==> config.mk <==
export PLATFORM = sky130hd
export DESIGN_NAME = mux4_way_arbiter
export DESIGN_NICKNAME = d
export VERILOG_FILES = /design/src/rtl/mux4_way_arbiter_pkg.sv /design/src/rtl/mux4_way_arbiter_rr_pick4.sv /design/src/rtl/mux4_way_arbiter.sv
export SDC_FILE = /design/constraint.sdc
export NUM_CORES = 1
export LEC_CHECK = 0
export ABC_AREA = 1
export BUFFER_PORTS_ARGS = -buffer_cell sky130_fd_sc_hd__buf_2
export CAP_MARGIN = 20
export CORE_MARGIN = 3
export CORE_UTILIZATION = 30
export CTS_CLUSTER_DIAMETER = 50
export DETAILED_ROUTE_END_ITERATION = 6
export PLACE_DENSITY = 0.56
export RECOVER_POWER = 100
export SYNTH_ARGS = -nofsm -noshare
export SYNTH_HDL_FRONTEND = slang
export SYNTH_HIERARCHICAL = 1
export SYNTH_SLANG_ARGS = --single-unit
==> constraint.sdc <==
create_clock -name clk -period 3.37 [get_ports clk]
set_clock_uncertainty 0.15 [all_clocks]
set_input_delay 0.1685 -clock clk [delete_from_list [all_inputs] [get_ports clk]]
set_output_delay 0.1685 -clock clk [all_outputs]
set_load 0.02 [all_outputs]
==> src/rtl/mux4_way_arbiter_pkg.sv <==
// ---------------------------------------------------------------------------
// mux4_way_arbiter_pkg
// Shared constants for the 4-way round-robin arbiter/mux and its picker.
//   NUM_CH    : number of input channels (4)
//   SEL_W     : width of a channel index / select (2)
//   ST_EMPTY  : output register holds no word
//   ST_FULL   : output register holds a word waiting for downstream
//   nextCh()  : channel index + 1, wrapping 3 -> 0
// ---------------------------------------------------------------------------
package mux4_way_arbiter_pkg;

    localparam int NUM_CH = 4;
    localparam int SEL_W  = 2;

    localparam logic [0:0] ST_EMPTY = 1'b0;
    localparam logic [0:0] ST_FULL  = 1'b1;

    // The select is exactly as wide as the channel count needs, so the
    // natural 2-bit overflow gives the round-robin wrap for free.
    function automatic logic [SEL_W-1:0] nextCh(input logic [SEL_W-1:0] ch);
        return ch + 2'd1;
    endfunction

endpackage

==> src/rtl/mux4_way_arbiter_rr_pick4.sv <==
// ---------------------------------------------------------------------------
// rr_pick4
// Combinational 4-request round-robin priority picker.
//   request    (in)  : one bit per channel asking for service
//   last_grant (in)  : index of the most recently served channel
//   grant      (out) : one-hot winner, zero when nothing is requested
//   index      (out) : binary index of the winner (0 when nothing requested)
//   any        (out) : at least one request present
// The search begins just after last_grant and walks upward with wrap, so
// the channel that was just served has the lowest priority next time.
// ---------------------------------------------------------------------------
module rr_pick4
    import mux4_way_arbiter_pkg::*;
(
    input  logic [NUM_CH-1:0] request,
    input  logic [SEL_W-1:0]  last_grant,
    output logic [NUM_CH-1:0] grant,
    output logic [SEL_W-1:0]  index,
    output logic              any
);

    logic [SEL_W-1:0] cand;

    always_comb begin
        grant = '0;
        index = '0;
        any   = 1'b0;
        cand  = nextCh(last_grant);
        for (int k = 0; k < NUM_CH; k++) begin
            // Only the first requesting candidate in rotation order wins.
            if (!any && request[cand]) begin
                grant[cand] = 1'b1;
                index       = cand;
                any         = 1'b1;
            end
            cand = nextCh(cand);
        end
    end

endmodule

==> src/rtl/mux4_way_arbiter.sv <==
// ---------------------------------------------------------------------------
// mux4_way_arbiter
// Four valid/ready input channels merged round-robin into one registered
// valid/ready output.
//   clk       (in)  : clock, all state updates on the rising edge
//   reset_n   (in)  : asynchronous active-low reset
//   in_valid  (in)  : per-channel request, bit i = channel i
//   in_data   (in)  : channel i data in bits [i*WIDTH +: WIDTH]
//   in_ready  (out) : one-hot (or zero) accept strobe, combinational
//   out_valid (out) : output register holds a word
//   out_data  (out) : registered data of the granted word
//   out_sel   (out) : index of the channel out_data came from
//   out_ready (in)  : downstream accepts out_data when high with out_valid
// ---------------------------------------------------------------------------
module mux4_way_arbiter
    import mux4_way_arbiter_pkg::*;
#(
    parameter int WIDTH = 16
)
(
    input  logic                     clk,
    input  logic                     reset_n,
    input  logic [NUM_CH-1:0]        in_valid,
    input  logic [NUM_CH*WIDTH-1:0]  in_data,
    output logic [NUM_CH-1:0]        in_ready,
    output logic                     out_valid,
    output logic [WIDTH-1:0]         out_data,
    output logic [SEL_W-1:0]         out_sel,
    input  logic                     out_ready
);

    logic [0:0]        state_q, state_d;
    logic [SEL_W-1:0]  lastGrant_q, lastGrant_d;
    logic [WIDTH-1:0]  outData_q, outData_d;
    logic [SEL_W-1:0]  outSel_q, outSel_d;

    logic [NUM_CH-1:0] pickGrant;
    logic [SEL_W-1:0]  pickIndex;
    logic              pickAny;
    logic [WIDTH-1:0]  pickData;
    logic              slotFree;
    logic              load;

    rr_pick4 u_pick (
        .request    (in_valid),
        .last_grant (lastGrant_q),
        .grant      (pickGrant),
        .index      (pickIndex),
        .any        (pickAny)
    );

    // The register can take a new word when it is empty or when its current
    // word leaves this same cycle; that keeps one word per cycle flowing.
    // in_ready is also gated by reset_n so nothing is accepted while the
    // register is being held in reset.
    assign slotFree = (state_q == ST_EMPTY) || out_ready;
    assign load     = reset_n && slotFree && pickAny;
    assign in_ready = load ? pickGrant : '0;

    // 4:1 data select driven by the winner's index.
    always_comb begin
        pickData = in_data[int'(pickIndex)*WIDTH +: WIDTH];
    end

    // Next-state for the single output register: load wins over drain, so a
    // pop and a push in the same cycle leave the register FULL with new data.
    // Data and select only change on a load; when the register drains they
    // keep the last word.
    always_comb begin
        state_d     = state_q;
        lastGrant_d = lastGrant_q;
        outData_d   = outData_q;
        outSel_d    = outSel_q;
        if (load) begin
            state_d     = ST_FULL;
            lastGrant_d = pickIndex;
            outData_d   = pickData;
            outSel_d    = pickIndex;
        end else if ((state_q == ST_FULL) && out_ready) begin
            state_d = ST_EMPTY;
        end
    end

    // Reset leaves last grant at the top channel so channel 0 is searched
    // first; any word held at reset is simply dropped.
    always_ff @(posedge clk or negedge reset_n) begin
        if (!reset_n) begin
            state_q     <= ST_EMPTY;
            lastGrant_q <= SEL_W'(NUM_CH - 1);
            outData_q   <= '0;
            outSel_q    <= '0;
        end else begin
            state_q     <= state_d;
            lastGrant_q <= lastGrant_d;
            outData_q   <= outData_d;
            outSel_q    <= outSel_d;
        end
    end

    assign out_valid = (state_q == ST_FULL);
    assign out_data  = outData_q;
    assign out_sel   = outSel_q;

endmodule

==> reports/qor.txt, run 1 <==
Clock root buffer master = sky130_fd_sc_hd__clkbuf_8
Post-synth net total = 442
Measured slew at the worst slew-check pin = 1.136 ns
Critical path class = reg -> out
Number of antenna diodes = 0
Initial drt markers = 92
Vias per Instance = 4.366
Routed WL per cell = 10.92 um
Pwr Density = 1207 nW/um2
Upper clock frequency limit = 330.7 MHz
Gate count after technology mapping = 363
Most used flip-flop cell after synthesis = sky130_fd_sc_hd__dfrtp_1
Fillers = 749
Cell Count Post-Placement = 541
Antenna violation net count after detailed routing = 0
Sequential share of power = 0.152
Resize count post-CTS = 0
Class of the tightest hold or removal check = in -> reg
Power share of the clock group = 0.053
TritonCTS clock tree = built
CP Capture Type = output port
Maximum number of buffers from clock root to sink = 2
Required time worst endpoint = 3.05 ns
Antenna violations before repair = 0
Maximum number of pins on one net before global-route repair = 35
Hold WS = 0.02261 ns
Relative slew margins = 0.2428
Status = finished, final reports clean
Yosys warns = 6
Die boundary height = 89.78 um
H-tree lvl count = 1
Met2 capacity usage during global routing = 0.2525
Footprint of the multi-input gates = 1155 um2
Core area = 6568 um2
Number of global-route vias before repair = 2317
Post-synthesis instance area = 2106 um2
Synth top cells by count = 155 x sky130_fd_sc_hd__nand2_1, 77 x sky130_fd_sc_hd__inv_1, 45 x sky130_fd_sc_hd__nand3_1, 19 x sky130_fd_sc_hd__dfrtp_1, 8 x sky130_fd_sc_hd__ha_1
Top-level port count = 94
Share of Yosys cell area claimed by the top area cell type = 0.2763
Max VDD drop = 0.4438 mV
Met3 layer usage reported by global route = 0.02755
CTS Hold Buffers Added = 1
Starting density of the core = 0.3206
Accumulated negative setup slack = 0 ns
Global router's overall resource usage = 0.1469
Cell type group with the largest total delay on the critical path = simple AND/OR/NAND/NOR gates
RePlAce Congestion = 0.8064
Proportion of power drawn by combinational gates = 0.796
Number of buffers added by the clock tree synthesis step = 3
Setup violations, final = 0
Number of synthesized flops with an enable pin = 0
Number of setup buffers added after CTS = 0
Leading area contributor after synthesis = sky130_fd_sc_hd__nand2_1
GR Overflow Total = 0
Crit-path slowest cell = sky130_fd_sc_hd__dfstp_2
Flop and latch count out of synthesis = 21
Fraction of power spent switching nets = 0.5961
Synth area leaders = sky130_fd_sc_hd__nand2_1 28%, sky130_fd_sc_hd__dfrtp_1 23%, sky130_fd_sc_hd__inv_1 14%
Worst slack after detailed placement = 0.5020 ns
Worst setup slack after layout = 0.3460 ns
Buf/Inv on CP = 4
Final Core Density = 0.4018
Final period util = 0.8973
Static Leakage = 1.685 nW
Die Area = 8060 um2
Fraction of layout cells with a size suffix above 1 = 0.2208
Post-synthesis sequential area ratio = 0.2507
Input/output buffers = 93
Total internal power = 0.001287 W
Detail Placement HPWL = 4674 um
Delay contributed by the slowest stage of the critical path = 0.64 ns
Drt total wl = 5965 um
Horizontal extent of the die = 89.78 um
Most used standard cell by instance count after synthesis = sky130_fd_sc_hd__nand2_1
Number of maximum-capacitance constraint violations = 0
Critical-path cell list = inv_2 > ha_1 > inv_1 > nand3_2 > nand2_2 > nor2_2 > nand4_1 > nand2_1 > a21oi_4 > inv_4 > nor2_2 > clkbuf_1
Number of iterations in the first detailed-routing pass = 4
Average instance area after synthesis = 5.801 um2
Routing layer with the top usage in global route = met2
Number of nets at the end of the flow = 533
Clock period minus final worst setup slack = 3.024 ns
Area taken by flip-flops and latches = 528.0 um2
Number of clock sinks = 21
Syn-to-layout area delta = 25.31%
Met1 capacity usage during global routing = 0.1932
Unrepaired setup endpoints after global routing = false
Final Hold Violating Endpoints = 0
Clock edge transition at the registers on the reported setup and hold paths = 0.08 ns
Sw Pwr = 0.001899 W
Row cnt = 29
Arrival time worst endpoint = 2.71 ns
Count of pins over their slew limit = 0
Share of async-settable or async-resettable flops after synthesis = 1.000
Worst-path maximum fanout = 28
Worst setup SP type = flop
Number of DRC violations after detailed routing = 0
Via total after detailed routing = 2384
Most Frequent Cell on Critical Path = sky130_fd_sc_hd__nor2_2
Worst-Skew Late Latency = 0.26 ns
Global-route wire length before repair = 10210 um
Netlist cell types = 26
Fin cells = 546
==> power by group through the flow <==
stage          combinational (W)  sequential, W  clock, W
2_1_floorplan            0.00200       0.000605         0
3_5_place_dp             0.00261       0.000483         0
5_1_grt                  0.00288       0.000502  0.000183
6_report                 0.00254       0.000483  0.000167
3_3_place_gp             0.00259       0.000482         0
4_1_cts                  0.00262       0.000482  0.000176
==> tightest hold or removal path: stages <==
cell and delay (ns):
sky130_fd_sc_hd__buf_2 0.07, sky130_fd_sc_hd__inv_1 0.06, sky130_fd_sc_hd__nand2_1 0.06, sky130_fd_sc_hd__nand2_1 0.04
==> registers in the layout, summed over array words and instances (netlist names) <==
| name | flops |
|---|---|
| lastGrant_q | 2 |
| out_data | 16 |
| out_valid | 1 |
| out_sel | 2 |
==> area by class of cell <==
class | count | share of cell area
clock inverters | 1 | 0.001897
flip-flops and latches | 21 | 0.2001
repair buffers | 99 | 0.1830
clock buffers | 3 | 0.01565
multi-input cells | 247 | 0.4376
well taps | 93 | 0.04410
inverters | 82 | 0.1176
==> logic make-up after synthesis <==
kind of cell,Yosys count,share of synthesized area
simple gates,223,0.4557
fa+ha+maj,8,0.04754
compound gates,16,0.04872
buf+inv,95,0.1973
flops,21,0.2507
==> placed cells by master, fill, tap and decap left out, types with 2 or more instances in the layout <==
master,netlist,layout
sky130_fd_sc_hd__nand4_1,5,5
sky130_fd_sc_hd__buf_2,5,72
sky130_fd_sc_hd__clkbuf_1,0,22
sky130_fd_sc_hd__o21ai_0,4,4
sky130_fd_sc_hd__nand2_1,155,156
sky130_fd_sc_hd__nand3_2,2,2
sky130_fd_sc_hd__buf_4,3,4
sky130_fd_sc_hd__a21boi_0,2,3
sky130_fd_sc_hd__inv_1,77,78
sky130_fd_sc_hd__nor2_2,5,6
sky130_fd_sc_hd__nor2_1,4,4
sky130_fd_sc_hd__nand3_1,45,45
sky130_fd_sc_hd__ha_1,8,8
sky130_fd_sc_hd__clkbuf_8,0,3
sky130_fd_sc_hd__a21oi_1,6,6
sky130_fd_sc_hd__dfrtp_1,19,19
sky130_fd_sc_hd__inv_2,3,3
sky130_fd_sc_hd__nand2_2,4,3
sky130_fd_sc_hd__dfstp_2,2,2
==> path summary, 6_finish.rpt <==
check,start,endpoint,slack (ns),cells past startpoint
worst max register to register,lastGrant_q[0]$_DFFE_PN1P_,out_data[12]$_DFFE_PN0P_,0.43,13
max in group asynchronous,reset_n,out_data[0]$_DFFE_PN0P_,1.66,3
worst min-delay path,out_ready,out_valid$_DFFE_PN0P_,0.02,4
worst min register to register,out_data[8]$_DFFE_PN0P_,out_data[8]$_DFFE_PN0P_,0.33,2
min in group asynchronous,reset_n,out_data[4]$_DFFE_PN0P_,0.73,3
worst max-delay path,lastGrant_q[0]$_DFFE_PN1P_,in_ready[1],0.35,12
==> metal layers <==
| metal | part of all wire | wire length (um) | vias to the layer above |
|---|---|---|---|
| li1 | - | - | 1251 |
| met1 | 0.48 | 2876 | 1055 |
| met2 | 0.45 | 2707 | 74 |
| met3 | 0.058 | 347 | 4 |
| met4 | 0.0057 | 34 | 0 |
| met5 | 0 | 0 | - |
==> through the flow <==
step                instance area [um2]  power, W
CTS                                2678  0.003275
global placement                   2621  0.003075
global route                       2639  0.003569
floorplan                          2106  0.002603
finish                             2639  0.003186
detailed placement                 2621  0.003093
Note: power is estimated with default switching activity, not from simulation.
==> run 2: changes to the inputs <==
--- a/config.mk
+++ b/config.mk
@@ -9,10 +9,10 @@
 export BUFFER_PORTS_ARGS = -buffer_cell sky130_fd_sc_hd__buf_2
 export CAP_MARGIN = 20
 export CORE_MARGIN = 3
-export CORE_UTILIZATION = 30
+export CORE_UTILIZATION = 48
 export CTS_CLUSTER_DIAMETER = 50
 export DETAILED_ROUTE_END_ITERATION = 6
-export PLACE_DENSITY = 0.56
+export PLACE_DENSITY = 0.81
 export RECOVER_POWER = 100
 export SYNTH_ARGS = -nofsm -noshare
 export SYNTH_HDL_FRONTEND = slang
==> run 2 against run 1 <==
Clock power is 2% lower. Critical path depth is the same. Die area shrank 35%. Largest power group unchanged.
==> reports/qor.txt, run 2 (synthesis results as in run 1) <==
CP Capture Type = output port
Critical-path cell list = inv_2 > ha_1 > inv_1 > nand3_2 > nand2_2 > nor2_4 > nand4_1 > nand2_2 > a21oi_4 > inv_4 > nor2_2 > clkbuf_1
Hold WS = 0.03548 ns
Worst setup SP type = flop
Resize count post-CTS = 0
Final period util = 0.9098
H-tree lvl count = 1
Initial drt markers = 151
Vias per Instance = 4.741
Sequential share of power = 0.153
Maximum number of pins on one net before global-route repair = 35
Fillers = 399
Fin cells = 502
Static Leakage = 1.681 nW
Cell Count Post-Placement = 497
Proportion of power drawn by combinational gates = 0.796
Flip-flop count of the largest register, all copies and words added = 16
Global router's overall resource usage = 0.2009
Count of pins over their slew limit = 0
Measured slew at the worst slew-check pin = 1.186 ns
Max VDD drop = 0.7275 mV
Number of buffers added by the clock tree synthesis step = 3
Worst hold stages = 4
Overall Power = 0.003162 W
Number of nets at the end of the flow = 532
Worst-path maximum fanout = 28
Most Frequent Cell on Critical Path = sky130_fd_sc_hd__nand2_2
Final Core Density = 0.6291
Setup violations, final = 0
Clock edge transition at the registers on the reported setup and hold paths = 0.08 ns
Antenna violation net count after detailed routing = 0
Input/output buffers = 93
Cell type group with the largest total delay on the critical path = flip-flops
Relative slew margins = 0.2096
Clock root buffer master = sky130_fd_sc_hd__clkbuf_8
Buf/Inv on CP = 4
Arrival time worst endpoint = 2.75 ns
Number of maximum-capacitance constraint violations = 0
Critical path class = reg -> out
Via total after detailed routing = 2380
Horizontal extent of the die = 72.24 um
Length in cells of the worst reg-to-reg path = 13
Number of DRC violations after detailed routing = 0
Power share of the clock group = 0.052
Final Hold Violating Endpoints = 0
Clock period minus final worst setup slack = 3.066 ns
GR Overflow Total = 0
Maximum number of buffers from clock root to sink = 2
Detail Placement HPWL = 4105 um
RePlAce Congestion = 0.9303
TritonCTS clock tree = built
Antenna violations before repair = 0
Global-route wire length before repair = 8583 um
Pwr Density = 1222 nW/um2
Die boundary height = 72.24 um
Number of antenna diodes = 0
Sw Pwr = 0.001869 W
Number of global-route vias before repair = 2052
Most common cell after layout, fill and taps aside = sky130_fd_sc_hd__nand2_1
Fraction of layout cells with a size suffix above 1 = 0.2235
Syn-to-layout area delta = 22.94%
Total internal power = 0.001294 W
Accumulated negative setup slack = 0 ns
Upper clock frequency limit = 326.1 MHz
Most used cells in the layout excluding fill and tap cells = 155 x sky130_fd_sc_hd__nand2_1, 77 x sky130_fd_sc_hd__inv_1, 72 x sky130_fd_sc_hd__buf_2
Number of clock sinks = 21
Drt total wl = 5280 um
Fraction of power spent switching nets = 0.5910
Core area = 4115 um2
Status = finished, final reports clean
Routed WL per cell = 10.52 um
Top-level port count = 94
Starting density of the core = 0.5117
Number of setup buffers added after CTS = 0
Delay contributed by the slowest stage of the critical path = 0.64 ns
Class of the tightest hold or removal check = in -> reg
Crit-path slowest cell = sky130_fd_sc_hd__dfstp_2
Total stage count of the critical path = 12
CTS Hold Buffers Added = 1
Unrepaired setup endpoints after global routing = false
Die Area = 5218 um2
Number of iterations in the first detailed-routing pass = 4
Worst-Skew Late Latency = 0.26 ns
Row cnt = 23
Required time worst endpoint = 3.05 ns
## run 2: cell count changes in the layout (fill, tap and decap cells not counted), sizes merged
cell / before / now
inv: 82 / 81
## run 2: area by class of cell
| cell class | count | area [um2] | area share |
|---|---|---|---|
| Inverter | 82 | 311.5 | 0.1203 |
| Clock buffer | 4 | 45.04 | 0.01740 |
| Multi-Input combinational cell | 247 | 1162 | 0.4490 |
| Tap cell | 50 | 62.56 | 0.02417 |
| Timing Repair Buffer | 98 | 479.2 | 0.1851 |
| Sequential cell | 21 | 528.0 | 0.2040 |
## run 2: tightest hold or removal path, cell delays in order
cell,delay (ns)
sky130_fd_sc_hd__buf_2,0.07
sky130_fd_sc_hd__inv_1,0.06
sky130_fd_sc_hd__nand2_1,0.06
sky130_fd_sc_hd__nand2_1,0.04
## run 2: power by group through the flow
stage          registers, W  clock network (W)  logic [W]
3_3_place_gp       0.000477                  0    0.00250
3_5_place_dp       0.000480                  0    0.00254
2_1_floorplan      0.000605                  0    0.00200
6_report           0.000482           0.000163    0.00252
4_1_cts            0.000479           0.000171    0.00255
5_1_grt            0.000500           0.000178    0.00287
## run 2: path summary, 6_finish.rpt
check / startpoint / to / slack (ns)
min: out_ready / out_valid$_DFFE_PN0P_ / 0.04
max in group asynchronous: reset_n / out_sel[0]$_DFFE_PN0P_ / 1.84
max reg2reg: lastGrant_q[0]$_DFFE_PN1P_ / out_data[5]$_DFFE_PN0P_ / 0.33
min in group asynchronous: reset_n / out_data[8]$_DFFE_PN0P_ / 0.52
min reg2reg: out_data[15]$_DFFE_PN0P_ / out_data[15]$_DFFE_PN0P_ / 0.33
max: lastGrant_q[0]$_DFFE_PN1P_ / in_ready[2] / 0.30
## run 2: per-layer routing
metal  share of wire  track usage  vias to the layer above
li1                -            -                     1252
met1            0.44       0.2442                     1027
met2            0.48       0.3559                       91
met3           0.063      0.02632                       10
met4           0.022      0.08142                        0
met5               0            0                        -
## run 2: through the flow
stage | setup slack [ns] | instance area (um2)
3_5_place_dp | 0.3965 | 2560
2_1_floorplan | 0.8403 | 2106
3_3_place_gp | 0.5332 | 2560
5_1_grt | 0.05837 | 2589
4_1_cts | 0.3973 | 2615
6_report | 0.3039 | 2589
==> run 3: changes to the inputs <==
--- a/config.mk
+++ b/config.mk
@@ -13,7 +13,7 @@
 export CTS_CLUSTER_DIAMETER = 50
 export DETAILED_ROUTE_END_ITERATION = 6
 export PLACE_DENSITY = 0.81
-export RECOVER_POWER = 100
+export RECOVER_POWER = 50
 export SYNTH_ARGS = -nofsm -noshare
 export SYNTH_HDL_FRONTEND = slang
 export SYNTH_HIERARCHICAL = 1
==> run 3 against run 2 <==
Flip-flop and latch count is the same. Clock power is essentially flat. Die area did not move. Worst setup slack better by 0.046 ns.
==> reports/qor.txt, run 3 (synthesis results as in run 1) <==
Number of global-route vias before repair = 2052
Detail Placement HPWL = 4105 um
Via total after detailed routing = 2384
Final period util = 0.8963
GR Overflow Total = 0
Number of DRC violations after detailed routing = 0
Hold WS = 0.03563 ns
Row cnt = 23
Pwr Density = 1225 nW/um2
Number of maximum-capacitance constraint violations = 0
Final Hold Violating Endpoints = 0
Core area = 4115 um2
Number of iterations in the first detailed-routing pass = 4
Number of antenna diodes = 0
Number of nets at the end of the flow = 532
Number of buffers added by the clock tree synthesis step = 3
Die Area = 5218 um2
Most common cell after layout, fill and taps aside = sky130_fd_sc_hd__nand2_1
Vias per Instance = 4.749
Maximum number of buffers from clock root to sink = 2
Resize count post-CTS = 0
Clock edge transition at the registers on the reported setup and hold paths = 0.08 ns
Max VDD drop = 0.7373 mV
Die boundary height = 72.24 um
Static Leakage = 1.710 nW
Setup violations, final = 0
Relative slew margins = 0.2131
Horizontal extent of the die = 72.24 um
Worst setup SP type = flop
Unrepaired setup endpoints after global routing = false
Class of the tightest hold or removal check = in -> reg
Fraction of layout cells with a size suffix above 1 = 0.2434
Overall Power = 0.003184 W
Antenna violation net count after detailed routing = 0
Worst setup slack after layout = 0.3496 ns
Status = finished, final reports clean
Antenna violations before repair = 0
H-tree lvl count = 1
Worst slack after detailed placement = 0.3965 ns
Count of pins over their slew limit = 0
Input/output buffers = 93
Routed WL per cell = 10.58 um
Drt total wl = 5311 um
Maximum number of pins on one net before global-route repair = 35
Measured slew at the worst slew-check pin = 1.180 ns
Critical path class = reg -> reg
Clock root buffer master = sky130_fd_sc_hd__clkbuf_8
Initial drt markers = 172
Global-route wire length before repair = 8583 um
Most used cells in the layout excluding fill and tap cells = 155 x sky130_fd_sc_hd__nand2_1, 81 x sky130_fd_sc_hd__buf_2, 77 x sky130_fd_sc_hd__inv_1
Length in cells of the worst reg-to-reg path = 13
Worst-path maximum fanout = 18
RePlAce Congestion = 0.9303
Global router's overall resource usage = 0.2009
Accumulated negative setup slack = 0 ns
Syn-to-layout area delta = 23.47%
Starting density of the core = 0.5117
Arrival time worst endpoint = 3.02 ns
Number of clock sinks = 21
Number of setup buffers added after CTS = 0
Clock period minus final worst setup slack = 3.020 ns
Upper clock frequency limit = 331.1 MHz
CP Capture Type = flop
Worst hold stages = 4
Top-level port count = 94
Worst-Skew Late Latency = 0.26 ns
Required time worst endpoint = 3.37 ns
TritonCTS clock tree = built
Flip-flop count of the largest register, all copies and words added = 16
==> run 3: cell count changes in the layout (fill, tap and decap cells not counted), sizes merged <==
cell    change
buf         +9
clkbuf      -9
==> run 3: area by class of cell <==
class	count	area, um2
fillers	394	1515
multi-input cells	247	1162
flip-flops and latches	21	528.0
repair buffers	98	490.5
inverters	82	311.5
well taps	50	62.56
clock buffers	4	45.04
==> run 3: what timing repair did <==
action | in CTS | in global routing
hold endpoints to repair | 19 | 0
setup endpoints to repair | 0 | 0
hold buffers | 1 | 0
==> run 3: worst max-delay path: stages, from the launching register on <==
cell,delay [ns]
sky130_fd_sc_hd__dfstp_2,0.64
sky130_fd_sc_hd__inv_2,0.13
sky130_fd_sc_hd__ha_1,0.35
sky130_fd_sc_hd__inv_1,0.09
sky130_fd_sc_hd__nand3_2,0.13
sky130_fd_sc_hd__nand2_2,0.11
sky130_fd_sc_hd__nor2_2,0.24
sky130_fd_sc_hd__a21boi_1,0.12
sky130_fd_sc_hd__nand3_1,0.28
sky130_fd_sc_hd__clkinv_2,0.33
sky130_fd_sc_hd__nand3_1,0.17
sky130_fd_sc_hd__nand2_1,0.06
sky130_fd_sc_hd__nand2_1,0.05
sky130_fd_sc_hd__nand2_1,0.05
==> run 3: power by group <==
part / internal (W) / switching [W]
registers: 0.000391 / 0.0000899
clock network: 0.0000841 / 0.0000788
logic: 0.000833 / 0.00171
==> run 3: final timing paths <==
kind / slack, ns / from / to
max: 0.35 / lastGrant_q[0]$_DFFE_PN1P_ / out_data[5]$_DFFE_PN0P_
min: 0.04 / out_ready / out_valid$_DFFE_PN0P_
max reg2reg: 0.35 / lastGrant_q[0]$_DFFE_PN1P_ / out_data[5]$_DFFE_PN0P_
min reg2reg: 0.33 / out_data[15]$_DFFE_PN0P_ / out_data[15]$_DFFE_PN0P_
max in group asynchronous: 1.85 / reset_n / out_sel[0]$_DFFE_PN0P_
min in group asynchronous: 0.52 / reset_n / out_data[8]$_DFFE_PN0P_
==> run 3: through the flow <==
step / utilization / cell area, um2 / cells
finish: 0.6318 / 2600 / 502
global route: 0.6318 / 2600 / 502
CTS: 0.6355 / 2615 / 502
detailed placement: 0.6221 / 2560 / 497
global placement: 0.6221 / 2560 / 497
floorplan: - / 2106 / 363
==> run 3: metal layers <==
metal | track usage | share of wire
met3 | 0.02632 | 0.058
met4 | 0.08142 | 0.022
met5 | 0 | 0
met2 | 0.3559 | 0.48
met1 | 0.2442 | 0.44
